`config.mk`:
```
export PLATFORM = sky130hd
export DESIGN_NAME = transient_sequencer_flat
export DESIGN_NICKNAME = d
export VERILOG_FILES = /design/src/rtl/transient_sequencer_if.sv /design/src/rtl/transient_sequencer.sv /design/src/flat_wrapper.sv
export SDC_FILE = /design/constraint.sdc
export NUM_CORES = 1
export LEC_CHECK = 0
export CORE_MARGIN = 3
export CORE_UTILIZATION = 55
export CTS_CLUSTER_DIAMETER = 200
export DETAILED_ROUTE_END_ITERATION = 6
export PLACE_DENSITY = 0.86
export SETUP_SLACK_MARGIN = 0.15
export SLEW_MARGIN = 20
export SYNTH_ARGS = -nofsm -noshare
export SYNTH_HDL_FRONTEND = slang
export SYNTH_SLANG_ARGS = --single-unit
```
`constraint.sdc`:
```
create_clock -name clk -period 7.8 [get_ports clk]
set_clock_uncertainty 0.1 [all_clocks]
set_input_delay 0.78 -clock clk [delete_from_list [all_inputs] [get_ports clk]]
set_output_delay 0.78 -clock clk [all_outputs]
set_load 0.02 [all_outputs]
```
`src/rtl/transient_sequencer_if.sv`:
```
// Handshake bundle between the beat detector / BPM measurement and the transient sequencer.
// The master side drives the beat/period inputs; the slave side returns ROM address and status.
interface transient_sequencer_if #(
    parameter int unsigned SWITCH_BITS = 4,
    parameter int unsigned BPM_BITS    = 11,
    parameter int unsigned ADDR_BITS   = 15
);
    logic                   sample_valid;
    logic                   beat;
    logic                   enable;
    logic [BPM_BITS-1:0]    bpm;
    logic [SWITCH_BITS-1:0] switch;
    logic [ADDR_BITS-1:0]   rom_addr;
    logic                   playing;
    logic                   mix_en;
    logic                   trig;
    logic [1:0]             state;

    modport master (
        output sample_valid, beat, enable, bpm, switch,
        input  rom_addr, playing, mix_en, trig, state
    );

    modport slave (
        input  sample_valid, beat, enable, bpm, switch,
        output rom_addr, playing, mix_en, trig, state
    );
endinterface

```
`src/rtl/transient_sequencer.sv`:
```
// Decides when a drum sample (re)starts from beat pulses or a free-running period counter,
// then steps the sample ROM address once per audio sample.
module transient_sequencer #(
    parameter int unsigned SWITCH_BITS     = 4,
    parameter int unsigned BPM_BITS        = 11,
    parameter int unsigned DECIMATION_BITS = 6,
    parameter int unsigned COUNT_BITS      = DECIMATION_BITS + BPM_BITS,
    parameter int unsigned TRANSIENT_DEPTH = 26495,
    parameter int unsigned ADDR_BITS       = $clog2(TRANSIENT_DEPTH)
) (
    input logic                  clk,
    input logic                  rst,
    transient_sequencer_if.slave bus
);

    typedef enum logic [1:0] {
        StIdle  = 2'd0,
        StArmed = 2'd1,
        StPlay  = 2'd2
    } state_e;

    localparam logic [ADDR_BITS-1:0] LastAddr = ADDR_BITS'(TRANSIENT_DEPTH - 1);

    state_e                state_q, state_d;
    logic [COUNT_BITS-1:0] count_q, count_d;
    logic [COUNT_BITS-1:0] period_q, period_d;
    logic [COUNT_BITS-1:0] period_sel;
    logic [ADDR_BITS-1:0]  addr_q, addr_d;
    logic                  trig_q, trig_d;
    logic                  playing_q, mix_en_q;
    logic                  active, wrap, start;

    // Highest set switch bit wins: later iterations override lower bits.
    always_comb begin
        period_sel = '0;
        for (int i = 0; i < SWITCH_BITS; i++) begin
            if (bus.switch[i]) begin
                period_sel = COUNT_BITS'(bus.bpm) << (DECIMATION_BITS - i);
            end
        end
    end

    assign active = bus.enable && (bus.switch != '0);
    assign wrap   = bus.sample_valid && (period_q != '0) &&
                    (count_q == period_q - COUNT_BITS'(1));
    assign start  = bus.beat || wrap;

    always_comb begin
        state_d  = state_q;
        count_d  = count_q;
        period_d = period_q;
        addr_d   = addr_q;
        trig_d   = 1'b0;

        if (state_q == StIdle) begin
            period_d = period_sel;
        end

        if (!active) begin
            state_d = StIdle;
            count_d = '0;
            addr_d  = '0;
        end else begin
            case (state_q)
                StIdle: begin
                    state_d = StArmed;
                    count_d = '0;
                    addr_d  = '0;
                end
                StArmed, StPlay: begin
                    if (start) begin
                        state_d  = StPlay;
                        count_d  = '0;
                        addr_d   = '0;
                        trig_d   = 1'b1;
                        period_d = period_sel;
                    end else if (bus.sample_valid) begin
                        // Saturate so a zero period never wraps on its own.
                        if (count_q != '1) begin
                            count_d = count_q + COUNT_BITS'(1);
                        end
                        if (state_q == StPlay) begin
                            if (addr_q == LastAddr) begin
                                state_d = StArmed;
                                addr_d  = '0;
                            end else begin
                                addr_d = addr_q + ADDR_BITS'(1);
                            end
                        end
                    end
                end
                default: begin
                    state_d = StIdle;
                    count_d = '0;
                    addr_d  = '0;
                end
            endcase
        end
    end

    always_ff @(posedge clk) begin
        if (rst) begin
            state_q   <= StIdle;
            count_q   <= '0;
            period_q  <= '0;
            addr_q    <= '0;
            trig_q    <= 1'b0;
            playing_q <= 1'b0;
            mix_en_q  <= 1'b0;
        end else begin
            state_q   <= state_d;
            count_q   <= count_d;
            period_q  <= period_d;
            addr_q    <= addr_d;
            trig_q    <= trig_d;
            playing_q <= (state_d == StPlay);
            mix_en_q  <= playing_q;
        end
    end

    assign bus.rom_addr = addr_q;
    assign bus.playing  = playing_q;
    assign bus.mix_en   = mix_en_q;
    assign bus.trig     = trig_q;
    assign bus.state    = state_q;

endmodule

```
`src/flat_wrapper.sv`:
```
// flat-port wrapper written by rule: the top's interface ports become plain ports
module transient_sequencer_flat 
#(
    parameter int unsigned SWITCH_BITS     = 4,
    parameter int unsigned BPM_BITS        = 11,
    parameter int unsigned DECIMATION_BITS = 6,
    parameter int unsigned COUNT_BITS      = DECIMATION_BITS + BPM_BITS,
    parameter int unsigned TRANSIENT_DEPTH = 26495,
    parameter int unsigned ADDR_BITS       = $clog2(TRANSIENT_DEPTH)
)
  (clk, rst, bus_sample_valid, bus_beat, bus_enable, bus_bpm, bus_switch, bus_rom_addr, bus_playing, bus_mix_en, bus_trig, bus_state);
  transient_sequencer_if #(.SWITCH_BITS(SWITCH_BITS), .BPM_BITS(BPM_BITS), .ADDR_BITS(ADDR_BITS)) bus_i ();
  input logic clk;
  input logic rst;
  input wire logic [$bits(bus_i.sample_valid)-1:0] bus_sample_valid;
  input wire logic [$bits(bus_i.beat)-1:0] bus_beat;
  input wire logic [$bits(bus_i.enable)-1:0] bus_enable;
  input wire logic [$bits(bus_i.bpm)-1:0] bus_bpm;
  input wire logic [$bits(bus_i.switch)-1:0] bus_switch;
  output wire logic [$bits(bus_i.rom_addr)-1:0] bus_rom_addr;
  output wire logic [$bits(bus_i.playing)-1:0] bus_playing;
  output wire logic [$bits(bus_i.mix_en)-1:0] bus_mix_en;
  output wire logic [$bits(bus_i.trig)-1:0] bus_trig;
  output wire logic [$bits(bus_i.state)-1:0] bus_state;
  assign bus_i.sample_valid = bus_sample_valid;
  assign bus_i.beat = bus_beat;
  assign bus_i.enable = bus_enable;
  assign bus_i.bpm = bus_bpm;
  assign bus_i.switch = bus_switch;
  assign bus_rom_addr = bus_i.rom_addr;
  assign bus_playing = bus_i.playing;
  assign bus_mix_en = bus_i.mix_en;
  assign bus_trig = bus_i.trig;
  assign bus_state = bus_i.state;
  transient_sequencer #(.SWITCH_BITS(SWITCH_BITS), .BPM_BITS(BPM_BITS), .DECIMATION_BITS(DECIMATION_BITS), .COUNT_BITS(COUNT_BITS), .TRANSIENT_DEPTH(TRANSIENT_DEPTH), .ADDR_BITS(ADDR_BITS)) u_core (.clk(clk), .rst(rst), .bus(bus_i));
endmodule
```
## Word level (Yosys, flattened, before mapping)

Index checks and enable logic that the tools add are counted.

- Add/sub/neg operators: 3
- Multiply operators: 0
- Divide/modulo/power cells: 0
- $lt $le $gt $ge: 0
- Equality and inequality tests: 6
- Shift-type cells: 0
- Muxes and demuxes: 16
- Bitwise operators: 2
- Reduce and logical (&&, ||, !) cells: 12

Operators by type and width:

| operator | number |
|---|---|
| 2-to-1 mux 17 bit | 8 |
| adder 17 x 1 -> 17 bit (second input constant) | 1 |
| == test 17 bit | 1 |
| != test 17 bit (second input constant) | 1 |
| nonzero test 17 bit | 1 |
| subtractor 17 x 1 -> 17 bit (second input constant) | 1 |
| adder 15 x 1 -> 15 bit (second input constant) | 1 |
| == test 15 bit (second input constant) | 1 |
| 2-to-1 mux 15 bit | 1 |
| 2-to-1 mux 2 bit | 5 |
| == test 2 bit (second input constant) | 2 |
| one-hot mux 2 bit (2 select lines) | 1 |
| AND reduction 2 bit | 2 |
| nonzero test 4 bit | 1 |
| OR reduction 4 bit | 1 |
| logical AND 1 bit | 3 |
| OR reduction 3 bit | 1 |
| == test 2 x 1 -> 1 bit (second input constant) | 1 |
| zero test 2 bit | 1 |
| NOT 1 bit | 2 |
| OR reduction 2 bit | 1 |
| logical OR 1 bit | 1 |
| 2-to-1 mux 1 bit | 1 |

- Flip-flop bits (word level): 54
- Latch bits: 0
- Memory bits (writable): 0
- Memory bits (read-only): 0
- Output and inout port bits: 20
- Memories: 0

## Logic depth before layout (Yosys ltp)

- Depth in word-level cells: 8
- Gate-level depth with buffers: 14
- Mapped depth without buffers: 12

## Worst setup path before layout

Ideal clock, no wire load.

- Path kind: register -> register
- Start: reg u_core.period_q[0]
- End: reg u_core.period_q[11]
- Library setup time: 0.121 ns
- Data arrival time: 2.651 ns
- Slack: 4.927 ns
- Cell stages (with the launch flop): 12
- Buffers on the path: 2
- Clock period less this slack: 2.873 ns
- Cell sequence: dfxtp_1 > buf_2 > inv_1 > ha_1 > nor3b_1 > a21oi_1 > or3_1 > a2111oi_2 > a41o_1 > a21oi_4 > buf_6 > mux2_4

- Longest elaborated chain between the ends: 7
- Elaborated cells between the ends (all ways): 9
- Classes of those cells: 1 x add/sub; 1 x eq/ne; 3 x mux; 4 x reduce/logical

RTL lines:

| item | line | RTL |
|---|---|---|
| start: declaration | transient_sequencer.sv:26 | `logic [COUNT_BITS-1:0] period_q, period_d;` |
| start signal: assignment | transient_sequencer.sv:113 | `period_q <= period_d;` |
| subtractor 17 x 1 -> 17 bit / nonzero test 17 bit (equally long branches) | transient_sequencer.sv:45, transient_sequencer.sv:44 |  |
| == test 17 bit / logical AND 1 bit (equally long branches) | transient_sequencer.sv:45, transient_sequencer.sv:44 |  |
| logical AND 1 bit * | transient_sequencer.sv:44 | `assign wrap = bus.sample_valid && (period_q != '0) &&` |
| logical OR 1 bit * | transient_sequencer.sv:46 | `assign start = bus.beat \|\| wrap;` |
| 2-to-1 mux 17 bit * | transient_sequencer.sv:71 | `if (start) begin` |
| 2-to-1 mux 17 bit * | transient_sequencer.sv:64 | `case (state_q)` |
| 2-to-1 mux 17 bit * | transient_sequencer.sv:59 | `if (!active) begin` |

Every way passes the cells marked *; elsewhere a longest branch is shown, timed or not.
A chain may end at the register's enable or synchronous reset.

## Final worst setup path

- Start: reg u_core.period_q[0]
- End: reg u_core.addr_q[1], in the netlist u_core.bus.rom_addr[1]

- Longest elaborated chain between the ends: 5
- Elaborated cells between the ends (all ways): 7
- Classes of those cells: 1 x add/sub; 1 x eq/ne; 5 x reduce/logical

RTL lines:

| item | line | RTL |
|---|---|---|
| subtractor 17 x 1 -> 17 bit / nonzero test 17 bit (equally long branches) | transient_sequencer.sv:45, transient_sequencer.sv:44 |  |
| == test 17 bit / logical AND 1 bit (equally long branches) | transient_sequencer.sv:45, transient_sequencer.sv:44 |  |
| logical AND 1 bit * | transient_sequencer.sv:44 |  |
| logical OR 1 bit * | transient_sequencer.sv:46 |  |
| OR reduction 4 bit (no source line) * | - |  |
| end signal: assignment | transient_sequencer.sv:114 | `addr_q <= addr_d;` |
| end: declaration | transient_sequencer.sv:28 | `logic [ADDR_BITS-1:0] addr_q, addr_d;` |

Marks and branches as above.

==> reports/results.txt <==
Outcome: completed
Via count: 2926
DRT antenna net count: 0
WS Path Type: reg -> reg
Syn nets: 421
Synthesized area: 3300 sq um
Most frequent cells in the layout: 70 x nor2_1, 54 x dfxtp_1, 38 x clkdlybuf4s50_1
H-tree Lvls: 2
Clock buffer depth: 2
Worst-path clk slew: 100 ps
Final Setup Violations: 0
Synth async-reset ratio: 0
Routed len/inst: 14.4 microns
Reg area: 1080 sq um
Fmax: 287 MHz
Core Box Area: 5640 sq um
Util after Layout: 0.673
Post-CTS Resized: 0
Max cap viols: 0
Pleak: 0.00137 uW
EDFF count, synth: 0
Average cell area after synthesis: 8.41 sq um
Drt total wl: 7140 microns
Worst setup margin: 4320 ps
RSZ-0062 raised after global routing: false
Final layout net count: 450
Crit share post-route: 0.446
Part of the Yosys area used for sequential elements: 0.328
#FFs+latches synth: 54
Design area: 3800 sq um
DRC: 0
Root Driver: clkbuf_8
Multi-input gate area: 2110 sq um
Peak VDD IR: 0.114 mV
Ys Warns: 0
Grt total ovfl: 0
TritonCTS buffer count: 5
Final worst path period need: 3480 ps
DP HPWL: 5280 microns
DR vias/cell: 5.92
Port buffer count: 39
CTS tree: done
Total Routing Usage GR: 0.205
Die ar.: 6960 sq um
Total negative slack: 0 ps
CP Capture Type: flop
Cell count after synthesis: 392
Die Wd: 83.4 microns
Slew @ Worst Pin: 742 ps
Pre-Repair DR Iteration Count: 5
Worst slack, placed: 4150 ps
Worst Path Max Fanout: 13
P&R area growth vs syn: 15.3%
Initial antenna violation count: 0
Die height: 83.4 microns
Distinct cells, synth: 54
Pwr Total: 550 uW
Power per cell area: 145 nW/um^2
Rows: 27
CP required: 7930 ps
Clock sink count: 54
Placed Area: 3700 sq um
Filler Cells Inserted: 461
Diodes inserted: 0
Commonest non-fill, non-tap cell in the layout: nor2_1
Ys flop type: dfxtp_1
Largest net degree at the start of global routing: 36
Fraction of layout cells with a size suffix above 1: 0.0711
Slew Viols, Final: 0
Latest clock arrival within the worst-skew pair: 320 ps
RD Place Congestion: 0.843
Slew headroom: 0.504
Initial DRC Count: 211
Final number of hold-violating endpoints: 0
Vias in the first global route: 2675
Hold buffers post-CTS: 0
First-pass GRT wire length: 12100 microns
Initial Util: 0.584
IO Pins: 40
Hold Path Class: reg -> reg
Post-CTS setup buffer count: 0
Critical path launch point type: flop
Worst EP arrival: 3610 ps
cell families after synthesis:
kind of cell | Yosys count | synth area share
AO/OA/AOI/OAI | 50 | 0.118
XOR/XNOR | 49 | 0.130
adder cells (fa/ha/maj) | 9 | 0.0342
buffers and inverters | 25 | 0.0323
flip-flops | 54 | 0.328
multiplexers | 18 | 0.0638
AND/OR/NAND/NOR | 187 | 0.293
stage by stage:
step	hold slack, ps	instances
5_1_grt	409	494
3_3_place_gp	360	486
6_report	388	494
4_1_cts	395	494
3_5_place_dp	377	486
2_1_floorplan	374	392
flip-flops by register name, indices dropped and copies added (netlist names):
register and count:
u_core.bus.rom_addr 15, u_core.bus.trig 1, u_core.period_q 17, u_core.count_q 17, u_core.bus.mix_en 1, u_core.bus.playing 1
u_core.bus.state 2
where the power goes:
part           total [uW]  switching (uW)  internal (uW)
Combinational        89.7            45.6           44.2
Clock                 170            96.5           73.3
Sequential            291            9.61            281
worst paths after layout:
kind	from	to	slack, ps	depth (start not counted)
min	u_core.bus.playing	u_core.bus.mix_en	390	1
max reg2reg	u_core.period_q[0]	u_core.bus.rom_addr[1]	4320	9
max	u_core.period_q[0]	u_core.bus.rom_addr[1]	4320	9
min reg2reg	u_core.bus.playing	u_core.bus.mix_en	390	1
worst max-delay path: stages (launching register included):
cell,delay (ps)
dfxtp_1,390
inv_1,160
ha_1,260
nor3b_1,510
and2_1,260
a41oi_1,110
o2111a_1,190
a41oi_1,490
nand3_1,530
a311oi_1,390
final cells by class:
type	instances	share of cell area
clock buffers	6	0.0217
clock inverters	2	0.00461
inverters	7	0.00692
multi-input cells	313	0.555
flip-flops and latches	54	0.285
well taps	72	0.0237
repair buffers	40	0.103
metal layers:
metal	share of wire	global-route usage	routed length (microns)
met1	0.47	0.274	3380
met5	0	0	0
met4	0.016	0.0731	113
met2	0.46	0.332	3300
met3	0.047	0.0337	337
cells in the mapped netlist (6+ instances only):
cell	n	share of area
nand3_1	12	0.018
nand2_1	22	0.025
a22oi_1	10	0.023
dfxtp_1	54	0.33
ha_1	9	0.034
nand4_1	11	0.021
xnor2_1	20	0.053
inv_1	7	0.0080
xor2_1	29	0.077
mux2_2	8	0.027
a221oi_1	8	0.021
a21oi_1	12	0.018
clkbuf_1	13	0.015
and3_1	10	0.019
nor2_1	70	0.080
nor2b_1	16	0.030
nor3_1	9	0.014
mux2i_1	6	0.018
No activity file was read; power rests on OpenSTA's default activity.
